`src/rtl/if_stage_pkg.sv`:
```
// Shared fetch/decode constants: bubble encoding, reset PC, instruction field
// positions and the base-ISA opcodes that control_unit also decodes.
package if_stage_pkg;

  localparam int XLEN = 32;

  localparam logic [XLEN-1:0] NOP_INSTR_DEFAULT = 32'h0000_0013;  // addi x0,x0,0
  localparam logic [XLEN-1:0] RESET_PC_DEFAULT  = 32'h0000_0000;
  localparam logic [XLEN-1:0] PC_STEP           = 32'd4;

  localparam int OP_LSB     = 0;
  localparam int OP_MSB     = 6;
  localparam int RD_LSB     = 7;
  localparam int RD_MSB     = 11;
  localparam int FUNCT3_LSB = 12;
  localparam int FUNCT3_MSB = 14;
  localparam int RS1_LSB    = 15;
  localparam int RS1_MSB    = 19;
  localparam int RS2_LSB    = 20;
  localparam int RS2_MSB    = 24;
  localparam int FUNCT7_LSB = 25;
  localparam int FUNCT7_MSB = 31;

  localparam logic [6:0] OPC_LOAD   = 7'b0000011;
  localparam logic [6:0] OPC_STORE  = 7'b0100011;
  localparam logic [6:0] OPC_RTYPE  = 7'b0110011;
  localparam logic [6:0] OPC_ITYPE  = 7'b0010011;
  localparam logic [6:0] OPC_BRANCH = 7'b1100011;
  localparam logic [6:0] OPC_JAL    = 7'b1101111;
  localparam logic [6:0] OPC_JALR   = 7'b1100111;
  localparam logic [6:0] OPC_LUI    = 7'b0110111;
  localparam logic [6:0] OPC_AUIPC  = 7'b0010111;

  typedef struct packed {
    logic [XLEN-1:0] instr;
    logic [XLEN-1:0] pc;
    logic [XLEN-1:0] pc_plus4;
    logic            valid;
  } ifid_t;

  function automatic ifid_t ifid_bubble(input logic [XLEN-1:0] nop);
    ifid_t b;
    b.instr    = nop;
    b.pc       = '0;
    b.pc_plus4 = '0;
    b.valid    = 1'b0;
    return b;
  endfunction

endpackage

```
`src/rtl/if_id_reg.sv`:
```
// IF/ID pipeline register. Reset and flush both insert a bubble; flush wins
// over stall so a squashed slot can never be held in decode.
module if_id_reg
  import if_stage_pkg::*;
#(
  parameter logic [XLEN-1:0] NOP_INSTR = NOP_INSTR_DEFAULT
) (
  input  logic  clk,
  input  logic  rst,
  input  logic  i_stall,
  input  logic  i_flush,
  input  ifid_t i_d,
  output ifid_t o_q
);

  ifid_t r_q;

  always_ff @(posedge clk) begin
    if (rst)          r_q <= ifid_bubble(NOP_INSTR);
    else if (i_flush) r_q <= ifid_bubble(NOP_INSTR);
    else if (!i_stall) r_q <= i_d;
  end

  assign o_q = r_q;

endmodule

```
`src/rtl/if_stage.sv`:
```
// Fetch stage: PC register with redirect/stall priority, PC+4 adder, and the
// IF/ID register with decode field slices.
module if_stage
  import if_stage_pkg::*;
#(
  parameter logic [XLEN-1:0] RESET_PC  = RESET_PC_DEFAULT,
  parameter logic [XLEN-1:0] NOP_INSTR = NOP_INSTR_DEFAULT
) (
  input  logic            clk,
  input  logic            rst,
  input  logic            StallF,
  input  logic            StallD,
  input  logic            FlushD,
  input  logic            PCSrcE,
  input  logic [XLEN-1:0] PCTargetE,
  input  logic [XLEN-1:0] InstrF,
  output logic [XLEN-1:0] PCF,
  output logic [XLEN-1:0] InstrD,
  output logic [XLEN-1:0] PCD,
  output logic [XLEN-1:0] PCPlus4D,
  output logic            ValidD,
  output logic [6:0]      opD,
  output logic [2:0]      funct3D,
  output logic [6:0]      funct7D,
  output logic [4:0]      Rs1D,
  output logic [4:0]      Rs2D,
  output logic [4:0]      RdD
);

  // Only the word address is stored, so PCF[1:0] is zero by construction.
  logic [XLEN-1:2] r_pc_w;
  logic [XLEN-1:2] w_pc_next_w;
  logic [XLEN-1:0] w_pc;
  logic [XLEN-1:0] w_pc_plus4;
  ifid_t           w_ifid_d;
  ifid_t           w_ifid_q;

  assign w_pc       = {r_pc_w, 2'b00};
  assign w_pc_plus4 = w_pc + PC_STEP;

  // Redirect beats stall so a resolved branch is never dropped.
  always_comb begin
    w_pc_next_w = w_pc_plus4[XLEN-1:2];
    if (PCSrcE)      w_pc_next_w = PCTargetE[XLEN-1:2];
    else if (StallF) w_pc_next_w = r_pc_w;
  end

  always_ff @(posedge clk) begin
    if (rst) r_pc_w <= RESET_PC[XLEN-1:2];
    else     r_pc_w <= w_pc_next_w;
  end

  assign PCF = w_pc;

  always_comb begin
    w_ifid_d          = '0;
    w_ifid_d.instr    = InstrF;
    w_ifid_d.pc       = w_pc;
    w_ifid_d.pc_plus4 = w_pc_plus4;
    w_ifid_d.valid    = 1'b1;
  end

  if_id_reg #(
    .NOP_INSTR (NOP_INSTR)
  ) u_if_id (
    .clk     (clk),
    .rst     (rst),
    .i_stall (StallD),
    .i_flush (FlushD),
    .i_d     (w_ifid_d),
    .o_q     (w_ifid_q)
  );

  assign InstrD   = w_ifid_q.instr;
  assign PCD      = w_ifid_q.pc;
  assign PCPlus4D = w_ifid_q.pc_plus4;
  assign ValidD   = w_ifid_q.valid;

  assign opD     = InstrD[OP_MSB:OP_LSB];
  assign RdD     = InstrD[RD_MSB:RD_LSB];
  assign funct3D = InstrD[FUNCT3_MSB:FUNCT3_LSB];
  assign Rs1D    = InstrD[RS1_MSB:RS1_LSB];
  assign Rs2D    = InstrD[RS2_MSB:RS2_LSB];
  assign funct7D = InstrD[FUNCT7_MSB:FUNCT7_LSB];

endmodule

```
`config.mk`:
```
export PLATFORM = sky130hd
export DESIGN_NAME = if_stage
export DESIGN_NICKNAME = d
export VERILOG_FILES = /design/src/rtl/if_stage_pkg.sv /design/src/rtl/if_id_reg.sv /design/src/rtl/if_stage.sv
export SDC_FILE = /design/constraint.sdc
export NUM_CORES = 1
export LEC_CHECK = 0
export BUFFER_PORTS_ARGS = -buffer_cell sky130_fd_sc_hd__buf_2
export CAP_MARGIN = 5
export CORE_MARGIN = 2
export CORE_UTILIZATION = 30
export CTS_BUF_LIST = sky130_fd_sc_hd__clkbuf_8
export DETAILED_ROUTE_END_ITERATION = 8
export PLACE_DENSITY = 0.51
export RECOVER_POWER = 50
export SYNTH_ARGS = -nofsm -noshare
export SYNTH_HDL_FRONTEND = slang
export SYNTH_HIERARCHICAL = 1
export SYNTH_SLANG_ARGS = --single-unit
```
`constraint.sdc`:
```
create_clock -name clk -period 2.87 [get_ports clk]
set_clock_uncertainty 0.15 [all_clocks]
set_input_delay 0.861 -clock clk [delete_from_list [all_inputs] [get_ports clk]]
set_output_delay 0.861 -clock clk [all_outputs]
set_load 0.05 [all_outputs]
```
==> flow_summary_export.csv <==
group,metric,value,unit
sta,setup_viol_count_final,0,
cells_and_area,multi_input_area,2940,um^2
global_route,grt_antenna_before_repair,0,
synthesis,synth_top_area_cell,"dfxtp_1",
floorplan,start_util,30.3,%
cts,clock-sinks,127,
sta,final-hold-violation-count,0,
cts,worstSkewPairLatency,0.44,ns
worst_setup_path,crit_path_start_kind,"flip-flop",
min_path,min_path_type,"flip-flop to flip-flop",
worst_setup_path,end_kind,"flip-flop",
synthesis,synth_area,6080,um^2
run_status,outcome,"finished with violations",
worst_setup_path,crit_fanout,7,
synthesis,syn_inst,643,
routing,drc_errors,0,
cts,ctsLongestPathBuffers,2,
power_and_ir_drop,ir_worst_vdd,0.242,mV
routing,route.detailed.wl_per_inst,15.2,um
sta,tightest_slew,1.68,ns
worst_setup_path,regToRegSetupSlack,0.29,ns
synthesis,ys_warn_count,6,
cts,cts_resized,0,
routing,first_pass_iters,5,
cells_and_area,syn_to_final_growth,23.6,%
sta,hold-worst-slack,0.345,ns
global_route,grt_max_degree,58,
global_route,track_usage,16.0,%
sta,final.setup.tns,0,ns
global_route,grtUsageMet1,21.0,%
synthesis,synth_area_leaders,"dfxtp_1 42%, mux2i_1 16%, nor2_1 7.4%",
cells_and_area,drive_gt1_share,29.1,%
worst_setup_path,cp.arrival,2.78,ns
synthesis,ys_ff_latch,127,
floorplan,coreArea,20000,um^2
worst_setup_path,worstPathRequired,3.08,ns
cells_and_area,nFillCells,2177,
sta,period_minus_slack,2.58,ns
worst_setup_path,criticalPathCategory,"flip-flop to flip-flop",
synthesis,yosysTopAreaCellShare,41.8,%
power_and_ir_drop,power.density,560,nW/um^2
cells_and_area,nets,910,
cts,cts-root-buf,"clkbuf_8",
placement,port_buffers,226,
job,maxCapViolations,1,
floorplan,pin_count,231,
global_route,top_usage_layer,"met2",
cts,cts_max_level,4,
cts,hold_buffers,0,
global_route,grt_overflow,0,
cts,post-cts-setup-buffer-count,0,
floorplan,design.die.area,21400,um^2
placement,dp_hpwl,12000,um
routing,antenna_left,0,
sta,slew_headroom,-12.3,%
sta,drv_slew,38,
synthesis,syn_avg_cell_area,9.45,um^2
sta,period_share,89.7,%
synthesis,synth_cell_types,50,
floorplan,die_w,146,um
power_and_ir_drop,total_leakage_power,0.00338,uW
floorplan,die_h,146,um
global_route,grtUsageMet2,25.7,%
routing,wl,17000,um
sta,max_freq,0.388,GHz
global_route,grt_pass1_wl,27100,um
cts,clk_pin_slew_worst_paths,0.09,ns
global_route,grtUsageMet3,4.47,%
routing,drt_iter0_markers,182,
global_route,grt_pass1_vias,4966,
cts,cts_tree,"yes",
cells_and_area,area.sequential,2540,um^2
floorplan,rows,52,
routing,viasPerCell,4.61,
sta,rsz0062_at_grt,"no",
run_status,violations,"capacitance limit, slew limit",
routing,vias,5178,
placement,gp_congestion,0.765,
synthesis,synth-seq-area-share,41.8,%
cts,cts_buffers,17,
[per-stage QoR]
stage	worst slack [ns]	utilization, %	power (uW)	cell area [um^2]	std cells
3_3_place_gp	0.326	36.2	2710	7250	1090
3_5_place_dp	0.304	36.2	2710	7250	1090
5_1_grt	0.0744	37.5	4420	7510	1121
6_report	0.295	37.5	4210	7510	1123
4_1_cts	0.276	38.1	4290	7640	1121
2_1_floorplan	0.190	-	2520	6100	648
[power by group]
part           total [uW]  switching [uW]  leakage, uW  internal (uW)
clock network        1570             774     0.000187            792
registers            1890            67.5      0.00104           1830
logic                 751             525      0.00216            226
total                4210            1370      0.00338           2840
[flip-flops by register name, indices dropped and copies added (netlist names)]
register and flops:
r_pc_w 30, u_if_id/o_q 97
[synth_stat cells, drive strengths merged]
library cell     n
a31oi            2
xnor2           26
o2111a           3
dlygate4sd1      2
nor3            10
or2              1
clkbuf          14
clkdlybuf4s15    1
and4             8
a32oi            1
dfxtp          127
conb             2
a211oi           9
a311o            2
o211a            2
xor2            13
nor3b            2
nand3b           2
nand3           14
and2             1
and3             4
o21ai            6
nand2           22
a311oi          12
or4              9
or3              6
nand4           15
nand4b           1
a21oi            2
and4b            1
ha               1
nor2           130
o31ai            7
nand2b           1
nor2b            6
buf             65
mux2i           98
nor4b            1
nor4             7
inv              5
a2111oi          2
[logic make-up (layout without fill, tap and decap cells)]
group                    count (synthesis)  count (layout)  synth area share [%]
flip-flops                             127             127                  41.8
AO/OA/AOI/OAI                           48              48                  6.22
AND/OR/NAND/NOR                        241             241                  19.7
adder cells (fa/ha/maj)                  1               1                 0.206
buffers and inverters                   87             290                  10.2
multiplexers                            98              98                  16.1
other                                    2               9                 0.124
XOR/XNOR                                39              39                  5.62
[final cells by class]
class	instances	area share (%)
Tap cell	270	4.50
Inverter	5	0.250
Sequential cell	127	33.8
Antenna cell	2	0.0666
Multi-Input combinational cell	434	39.1
Clock buffer	18	3.30
Timing Repair Buffer	254	17.1
Clock inverter	13	1.87
[final timing paths]
check,start,endpoint,cells past startpoint
setup / recovery,r_pc_w[3],r_pc_w[30],5
hold / removal,u_if_id/o_q[48],u_if_id/o_q[48],2
setup reg to reg,r_pc_w[3],r_pc_w[30],5
hold reg to reg,u_if_id/o_q[48],u_if_id/o_q[48],2
[per-layer routing]
layer / up-vias / routed length [um]
met5: - / 0
met4: 0 / 49
met3: 2 / 1160
met2: 173 / 7990
met1: 2406 / 7820
li1: 2597 / -
[critical path, stage by stage, from the launching register on]
cell and delay [ns]:
dfxtp_1 0.45, ha_1 0.32, nand3_2 0.21, or4_1 0.59
or4_1 0.50, a311oi_1 0.25
[cells in the final DEF, fill, tap and decap left out, types with 10 or more instances in the layout]
cell type  instances
a311oi_1          12
mux2i_1           98
nor2_1           121
nor3_1            10
buf_4             22
buf_2            176
dfxtp_1          127
xor2_1            13
xnor2_1           26
nand3_1           13
nand4_1           13
nand2_1           22
clkbuf_8          18
clkbuf_1          51
No activity file was read; power rests on OpenSTA's default activity.
